==> config.mk <==
export PLATFORM = sky130hd
export DESIGN_NAME = int_math_unit
export DESIGN_NICKNAME = d
export VERILOG_FILES = /design/src/rtl/int_math_unit.sv
export SDC_FILE = /design/constraint.sdc
export NUM_CORES = 1
export LEC_CHECK = 0
export BUFFER_PORTS_ARGS = -buffer_cell sky130_fd_sc_hd__buf_2
export CORE_MARGIN = 3
export CORE_UTILIZATION = 55
export CTS_BUF_LIST = sky130_fd_sc_hd__clkbuf_8
export DETAILED_ROUTE_END_ITERATION = 7
export PLACE_DENSITY_LB_ADDON = 0.2
export SETUP_SLACK_MARGIN = 0.3
export SYNTH_ARGS = -nofsm -noshare
export SYNTH_HDL_FRONTEND = slang
export SYNTH_SLANG_ARGS = --single-unit
==> constraint.sdc <==
create_clock -name iCLK -period 2.85 [get_ports iCLK]
set_input_delay 0 -clock iCLK [delete_from_list [all_inputs] [get_ports iCLK]]
set_output_delay 0 -clock iCLK [all_outputs]
set_load 0.1 [all_outputs]
==> src/rtl/int_math_unit.sv <==
// Integer math helpers: one's-complement abs, floor log2, iterative restoring square root.
// Define INT_MATH_SQRT_ROUND_EN to round the root to nearest (saturating) instead of truncating.
module int_math_unit #(
  parameter int unsigned ABS_W   = 16,
  parameter int unsigned SQRT_IW = 32
) (
  input  logic                   iCLK,
  input  logic                   iRST_N,
  input  logic [ABS_W-1:0]       iAbsIn,
  output logic [ABS_W-1:0]       oAbs,
  input  logic [31:0]            iLogIn,
  output logic [4:0]             oLog,
  input  logic [SQRT_IW-1:0]     iSqrtIn,
  input  logic                   iStart,
  output logic [SQRT_IW/2-1:0]   oSqrt,
  output logic                   oBusy,
  output logic                   oDone
);

  localparam int unsigned N  = SQRT_IW / 2;
  localparam int unsigned RW = N + 2;
  localparam int unsigned CW = $clog2(N);

  logic [SQRT_IW-1:0] opndQ;
  logic [RW-1:0]      remQ;
  logic [N-1:0]       rootQ;
  logic [CW-1:0]      cntQ;

  logic [RW+1:0]      remShift;
  logic [RW+1:0]      trial;
  logic [RW+1:0]      remNext;
  logic [N-1:0]       rootNext;
  logic [N-1:0]       rootFinal;
  logic               unusedRemBits;

  assign oAbs = iAbsIn[ABS_W-1] ? ~iAbsIn : iAbsIn;

  always_comb begin
    oLog = 5'd0;
    for (int i = 0; i < 32; i++) begin
      if (iLogIn[i]) oLog = 5'(i);
    end
  end

  assign remShift = {remQ, opndQ[SQRT_IW-1 -: 2]};
  assign trial    = {2'b00, rootQ, 2'b01};

  always_comb begin
    if (remShift >= trial) begin
      remNext  = remShift - trial;
      rootNext = {rootQ[N-2:0], 1'b1};
    end else begin
      remNext  = remShift;
      rootNext = {rootQ[N-2:0], 1'b0};
    end
  end

  // The remainder never exceeds 2*root, so the top two bits are always zero.
  assign unusedRemBits = ^remNext[RW+1:RW];

`ifdef INT_MATH_SQRT_ROUND_EN
  always_comb begin
    rootFinal = rootNext;
    if ((remNext > {4'b0000, rootNext}) && (rootNext != '1)) rootFinal = rootNext + 1'b1;
  end
`else
  assign rootFinal = rootNext;
`endif

  always_ff @(posedge iCLK) begin
    if (!iRST_N) begin
      opndQ <= '0;
      remQ  <= '0;
      rootQ <= '0;
      cntQ  <= '0;
      oSqrt <= '0;
      oBusy <= 1'b0;
      oDone <= 1'b0;
    end else begin
      oDone <= 1'b0;
      if (oBusy) begin
        opndQ <= {opndQ[SQRT_IW-3:0], 2'b00};
        remQ  <= remNext[RW-1:0];
        rootQ <= rootNext;
        cntQ  <= cntQ + 1'b1;
        if (cntQ == CW'(N - 1)) begin
          oSqrt <= rootFinal;
          oDone <= 1'b1;
          oBusy <= 1'b0;
        end
      end else if (iStart) begin
        opndQ <= iSqrtIn;
        remQ  <= '0;
        rootQ <= '0;
        cntQ  <= '0;
        oBusy <= 1'b1;
      end
    end
  end

endmodule

## Yosys cells after proc, flatten, opt, wreduce, memory -nomap -nowiden

Cells that the tools add are included.

- Register bits after elaboration: 88
- Input bits: 83
- Logic and storage cells: 64

- Add/sub/neg operators: 2
- Magnitude comparators: 1
- Equal/unequal tests: 1
- Mux-type cells: 46
- Bitwise operators: 2
- Reduce and logical (&&, ||, !) cells: 4

Operators with widths:

| kind | number |
|---|---|
| $mux 5 | 30 |
| $mux 32 | 2 |
| $mux 18 | 3 |
| $mux 16 | 3 |
| $ge 20x18->1 | 1 |
| $sub 18x18->18 | 1 |
| $not 16->16 | 1 |
| $mux 4 | 2 |
| $mux 1 | 6 |
| $add 4x1->4 const B | 1 |
| $eq 4x4->1 const B | 1 |
| $reduce_and 2->1 | 2 |
| $reduce_bool 2->1 | 1 |
| $reduce_or 2->1 | 1 |
| $not 1->1 | 1 |

## Depth between registers and ports, before layout

Gate-level depths: netlist of run 1.

- Depth in word-level cells: 31
- Gate-level depth with buffers: 12

## Worst setup path before layout of run 1

OpenSTA, ideal clock, no wires.

- Kind: input to output
- Start: in iLogIn[5]
- End: out oLog[1]
- Arrival time: 3103 ps
- Path slack: -253 ps
- Stages: 7
- Path buffers: 0
- Cell sequence: o31ai_1 -> a21boi_0 -> o31ai_1 -> a211oi_1 -> o31ai_1 -> a21boi_0 -> o31ai_1

- Word-level cells in the longest chain between the ends: 27

RTL lines:

| what | RTL line | text |
|---|---|---|
| start: declaration | 11 | `input logic [31:0] iLogIn,` |
| $mux 5 (27 in a row) | 41 | `if (iLogIn[i]) oLog = 5'(i);` |
| end: declaration | 12 | `output logic [4:0] oLog,` |

No other way between the ends.

## Worst setup path after layout of run 1

- Start: reg rootQ[10]
- End: reg remQ[17]

- Word-level cells in the longest chain between the ends: 3

RTL lines:

| what | RTL line | text |
|---|---|---|
| start: declaration | 26 | `logic [N-1:0] rootQ;` |
| start signal: assignment | 84 | `rootQ <= rootNext;` |
| $sub 18x18->18 / $ge 20x18->1 (equally long branches) | 50, 49 |  |
| $mux 18 * | 49 | `if (remShift >= trial) begin` |
| $mux 18 * | 81 | `if (oBusy) begin` |
| end signal: assignment | 83 | `remQ <= remNext[RW-1:0];` |
| end: declaration | 25 | `logic [RW-1:0] remQ;` |

Mark *: on every way between the ends. The rest lies on a longest branch, timed or not.
A chain may end at the register's enable or synchronous reset.

==> impl_metrics.py, run 1 <==
metrics = {
    "status": {
        "status": "completed",
    },
    "critical_path": {
        "crit_fanout": 5,
        "endpoint_kind": "flip-flop",
        "startpoint": "rootQ[10]$_SDFFE_PN0P_",
        "crit_buf_inv": 2,
        "crit_chain": "inv_1 > ha_1 > buf_4 > a21o_1 > a211oi_2 > o22a_1 > o41ai_4 > a21o_1 > a21oi_2 > xor2_1 > o311ai_2",
        "path_delay_family": "compound AO/OA/AOI/OAI gates",
        "r2r-start": "rootQ[10]$_SDFFE_PN0P_",
        "max_stage_delay_ns": 0.38,
        "arrival_ns": 2.83,
        "critPathSlowestCell": "dfxtp_1",
        "required_ns": 3.08,
        "cp-start-kind": "flip-flop",
        "worstSetupPathType": "flip-flop to flip-flop",
        "worst_path_most_repeated_cell": "a21o_1",
    },
    "power": {
        "p_sw_mw": 2.92,
        "p_sw_frac": 0.438,
        "vdd_ir_drop_max_mv": 0.770,
        "clockPowerShare": 0.121,
        "p_int_mw": 3.75,
        "power_density_mw_per_mm2": 1090,
        "comb_power_share": 0.654,
        "p_leak_nw": 2.63,
        "seqPwrFrac": 0.225,
    },
    "logic_synthesis": {
        "synth.yosys.warnings": 0,
        "yosysTopAreaCellShare": 0.348,
        "syn_avg_cell_area_um2": 7.99,
        "ys_types": 58,
        "ys_seq_area_frac": 0.348,
        "synth_ff_type": "dfxtp_1",
        "syn-num-nets": 736,
        "ys_ff_latch": 88,
        "synth_edf_count": 0,
        "synth_area_mm2": 0.00507,
        "yosys.area.top_type": "dfxtp_1",
        "async_flop_share": 0,
        "netlist_instances": 634,
        "synthTopCellsByArea": "dfxtp_1 (35%), mux2i_1 (8.3%), nand2_1 (7.0%)",
    },
    "sta": {
        "fin_skew_ns": 0.0139,
        "finalHoldViolCount": 0,
        "relSlewSlack": 0.530,
        "worst_slew_pin_slew_ns": 0.706,
        "fin_ws_ns": 0.249,
        "slew_violations": 0,
        "fmax_ghz": 0.384,
        "fin_worst_hold_slack_ns": 0.0201,
        "setup_viol": 0,
        "fin_crit_sh": 0.913,
        "rsz0062_at_grt": "yes",
        "period_minus_slack_ns": 2.60,
    },
    "cts": {
        "path_clk_slew_ns": 0.10,
        "clkLatencyLatePin_ns": 0.36,
        "ctsLongestPathBuffers": 2,
        "clockRootBuffer": "clkbuf_8",
        "htree_levels": 3,
        "cts_buffers": 9,
        "cts_num_sinks": 88,
        "tritoncts": "built",
    },
    "routing": {
        "drtPass1Iterations": 5,
        "drt_iter0_markers": 182,
        "ant_nets": 0,
        "wirelength_um": 12000,
        "post_drt_via_cell_ratio": 5.44,
        "post_drt_wl_per_cell_um": 13.8,
        "num_vias": 4711,
        "drc": 0,
    },
    "min_path": {
        "hp-start": "iSqrtIn[17]",
        "hold_path.class": "input pin to flip-flop",
    },
    "placement": {
        "portBuffers": 119,
        "dp_hpwl_um": 8690,
        "post-place-cells": 845,
        "dp_slack_ns": -0.00427,
        "routabilityCongestion": 1.02,
    },
    "layout": {
        "syn2layout_area_growth_pct": 20.6,
        "fin_cells": 866,
        "nNetsFinal": 855,
        "drive_above_1_share": 0.240,
        "diodes": 0,
    },
    "grt": {
        "grt-ovfl-total": 0,
        "grt_pass1_wl_um": 19300,
        "antenna_found_initial": 0,
        "grt_usage": 0.228,
        "grt_start_max_net_pins": 68,
        "grt_pass1_vias": 4502,
    },
    "floorplanning": {
        "die_y_um": 102,
        "io_pins": 122,
        "die_w_um": 102,
        "die-area_mm2": 0.0104,
        "num_rows": 34,
        "coreArea_mm2": 0.00885,
        "initial_core_util": 0.573,
    },
    "job": {
        "drv_cap": 0,
    },
}
-- Yosys cell counts (all sizes together) (19+ instances only) --
master / count
a21oi: 42
and2: 33
clkbuf: 33
dfxtp: 88
ha: 19
inv: 27
mux2i: 42
nand2: 96
nor2: 28
nor2b: 22
nor3: 22
o21ai: 58
xor2: 22
-- repair_timing --
item,in CTS,in global routing
endpoints found under the setup margin,18,13
hold buffers,2,0
setup buffers,2,1
hold endpoints to repair,2,0
resized for setup,1,11
pin swaps,1,5
-- per-layer routing --
metal | routed length [µm] | up-vias | global-route usage
met5 | 0 | - | 0
met4 | 159 | 0 | 0.0565
met3 | 564 | 12 | 0.0608
met2 | 6320 | 108 | 0.421
met1 | 4920 | 2182 | 0.259
li1 | - | 2409 | -
-- stage by stage --
| stage | power, mW | util | area [µm²] | setup TNS (ns) |
|---|---|---|---|---|
| CTS | 6.36 | 0.684 | 6050 | 0 |
| global placement | 5.25 | 0.658 | 5820 | 0 |
| floorplan | 4.59 | - | 5070 | 0 |
| detailed placement | 4.79 | 0.658 | 5820 | -0.00427 |
| finish | 6.67 | 0.691 | 6110 | 0 |
| global route | 7.10 | 0.691 | 6110 | 0 |
-- cells by family after synthesis --
group | after synthesis | share of synthesized area
flip-flops | 88 | 0.348
AO/OA/AOI/OAI | 156 | 0.191
XOR/XNOR | 31 | 0.0536
other | 1 | 0.000740
AND/OR/NAND/NOR | 229 | 0.221
buffers and inverters | 68 | 0.0560
multiplexers | 42 | 0.0830
adder cells (fa/ha/maj) | 19 | 0.0469
-- tightest hold or removal path, cell delays in order --
cell	delay, ns
buf_2	0.08
mux2i_1	0.05
o21ai_0	0.12
and2_1	0.11
-- state kept, by name, summed over array words and instances, names as in the netlist --
name / flops
rootQ: 16
oSqrt: 16
oBusy: 1
cntQ: 4
remQ: 18
opndQ: 32
oDone: 1
-- worst paths after layout --
kind | end | slack, ns | cells past startpoint
min | opndQ[17]$_SDFFE_PN0P_ | 0.02 | 4
max | remQ[17]$_SDFFE_PN0P_ | 0.25 | 11
min reg2reg | oSqrt[8]$_SDFFE_PN0P_ | 0.47 | 2
max reg2reg | remQ[17]$_SDFFE_PN0P_ | 0.25 | 11
-- power by group through the flow --
| stage | clock, mW | sequential (mW) | combinational [mW] |
|---|---|---|---|
| 5_1_grt | 0.881 | 1.52 | 4.71 |
| 6_report | 0.807 | 1.50 | 4.36 |
| 4_1_cts | 0.835 | 1.49 | 4.03 |
| 2_1_floorplan | 0 | 1.49 | 3.10 |
| 3_3_place_gp | 0 | 1.52 | 3.73 |
| 3_5_place_dp | 0 | 1.49 | 3.30 |
-- placed cells by master (no fill, tap or decap), types with 5 or more instances in the layout --
cell type,synthesis,final
nand4_1,5,5
buf_4,1,27
nor2_1,26,26
nand2_1,95,95
buf_2,4,119
ha_1,19,19
mux2i_1,42,42
a21o_1,7,7
xnor2_1,9,9
and2_1,33,33
o21ai_1,14,16
xor2_1,22,22
dfxtp_1,88,86
a21boi_0,17,17
nand3_1,6,6
nor2b_1,22,22
clkbuf_8,0,9
a21oi_1,41,40
inv_1,27,28
nor3_1,22,22
o21ai_0,44,42
-- layout make-up --
type	instances	area [µm²]
Inverter	27	101
Multi-Input combinational cell	478	3090
Clock inverter	7	58.8
Fill cell	782	2740
Tap cell	108	135
Timing Repair Buffer	149	838
Sequential cell	88	1760
Clock buffer	9	124
Note: power is estimated with default switching activity, not from simulation.
==> inputs of run 2 (changes only) <==
RECOVER_POWER = 25   (was unset)
==> impl_metrics.py, run 2 (synthesis results as in run 1) <==
metrics = {
    "critical_path": {
        "worstSetupPathType": "flip-flop to flip-flop",
        "crit_fanout": 5,
        "endpoint_kind": "flip-flop",
        "cp-start-kind": "flip-flop",
        "required_ns": 3.08,
        "reg2reg_slack_ns": 0.26,
        "arrival_ns": 2.82,
    },
    "placement": {
        "post-place-cells": 845,
        "portBuffers": 119,
        "routabilityCongestion": 1.02,
        "place_area_mm2": 0.00582,
        "dp_slack_ns": -0.00427,
        "dp_hpwl_um": 8690,
    },
    "layout": {
        "multi_input_area_mm2": 0.00309,
        "most-common-layout-cells": "nand2_1 (95), buf_2 (88), dfxtp_1 (86), o21ai_0 (42), mux2i_1 (42)",
        "regMostFlops": "opndQ",
        "drive_above_1_share": 0.199,
        "seqCellArea_mm2": 0.00176,
        "nNetsFinal": 855,
        "largest_register_ffs": 32,
        "fin_cells": 866,
        "final_common_cell": "nand2_1",
        "finalInstanceArea_mm2": 0.00607,
        "diodes": 0,
        "fill_cells": 790,
        "syn2layout_area_growth_pct": 19.9,
        "reg_top3": "opndQ x32, remQ x18",
        "final_core_util": 0.687,
    },
    "cts": {
        "ctsLongestPathBuffers": 2,
        "path_clk_slew_ns": 0.10,
        "cts_num_sinks": 88,
        "cts_buffers": 9,
        "htree_levels": 3,
        "clockRootBuffer": "clkbuf_8",
        "clkLatencyLatePin_ns": 0.36,
        "tritoncts": "built",
    },
    "power": {
        "p_leak_nw": 2.52,
        "power_density_mw_per_mm2": 1100,
        "vdd_ir_drop_max_mv": 0.767,
    },
    "sta": {
        "fin_crit_sh": 0.908,
        "setup_viol": 0,
        "period_minus_slack_ns": 2.59,
        "fmax_ghz": 0.387,
        "worst_slew_pin_slew_ns": 1.19,
        "fin_worst_hold_slack_ns": 0.0204,
        "slew_violations": 0,
        "fin_skew_ns": 0.0137,
        "rsz0062_at_grt": "yes",
        "fin_ws_ns": 0.263,
        "relSlewSlack": 0.213,
        "finalHoldViolCount": 0,
    },
    "routing": {
        "drtPass1Iterations": 5,
        "num_vias": 4753,
        "drt_iter0_markers": 200,
        "post_drt_via_cell_ratio": 5.49,
        "ant_nets": 0,
        "wirelength_um": 12000,
        "post_drt_wl_per_cell_um": 13.8,
        "drc": 0,
    },
    "grt": {
        "grt_usage": 0.228,
        "grt-ovfl-total": 0,
        "antenna_found_initial": 0,
        "grt_pass1_wl_um": 19300,
        "grt_start_max_net_pins": 68,
        "grt_pass1_vias": 4502,
    },
    "floorplanning": {
        "die-area_mm2": 0.0104,
        "initial_core_util": 0.573,
        "die_w_um": 102,
        "coreArea_mm2": 0.00885,
        "die_y_um": 102,
        "io_pins": 122,
        "num_rows": 34,
    },
    "job": {
        "drv_cap": 0,
    },
    "min_path": {
        "hold_path.class": "input pin to flip-flop",
    },
    "status": {
        "status": "completed",
    },
}
## run 2: cell types whose count changed in the layout (fill, tap and decap cells not counted)
cell / before / now
buf_2: 119 / 88
clkbuf_1: 0 / 31
## run 2: stage by stage
| step | TNS [ns] | total power, mW |
|---|---|---|
| 6_report | 0 | 6.67 |
| 4_1_cts | 0 | 6.36 |
| 2_1_floorplan | 0 | 4.59 |
| 3_3_place_gp | 0 | 5.25 |
| 3_5_place_dp | -0.00427 | 4.79 |
| 5_1_grt | 0 | 7.10 |
## run 2: power breakdown
part / leakage (nW) / internal (mW) / total (mW) / switching, mW
clock: 0.0938 / 0.326 / 0.806 / 0.481
combinational: 1.71 / 2.04 / 4.36 / 2.32
sequential: 0.717 / 1.38 / 1.50 / 0.120
## run 2: worst max-delay path: stages (launching register included)
cell	delay, ns
dfxtp_1	0.37
inv_1	0.08
ha_1	0.33
buf_4	0.18
a21o_1	0.21
a211oi_2	0.28
o22a_1	0.22
o41ai_4	0.09
a21o_1	0.20
a21oi_2	0.15
xor2_1	0.21
o311ai_2	0.12
## run 2: timing repair
item,in CTS,in global routing
buffers inserted,2,1
pin swaps,1,5
gates resized for setup,1,11
hold buffers,2,0
endpoints found under the hold margin,2,0
setup endpoints to repair,18,13
## run 2: layout make-up
class	instances	share of cell area
Sequential cell	88	0.290
Timing Repair Buffer	149	0.132
Clock inverter	7	0.00968
Clock buffer	9	0.0204
Multi-Input combinational cell	478	0.509
Inverter	27	0.0167
Tap cell	108	0.0222
## run 2: metal layers
metal | track usage | share of wire | vias up
met5 | 0 | 0 | -
met2 | 0.421 | 0.53 | 117
li1 | - | - | 2409
met1 | 0.259 | 0.40 | 2211
met4 | 0.0565 | 0.014 | 0
met3 | 0.0608 | 0.051 | 16
## run 2: final timing paths
| check | start | end | depth (start not counted) |
|---|---|---|---|
| max | rootQ[10]$_SDFFE_PN0P_ | remQ[17]$_SDFFE_PN0P_ | 11 |
| min | iSqrtIn[17] | opndQ[17]$_SDFFE_PN0P_ | 4 |
| max reg2reg | rootQ[10]$_SDFFE_PN0P_ | remQ[17]$_SDFFE_PN0P_ | 11 |
| min reg2reg | oSqrt[8]$_SDFFE_PN0P_ | oSqrt[8]$_SDFFE_PN0P_ | 2 |
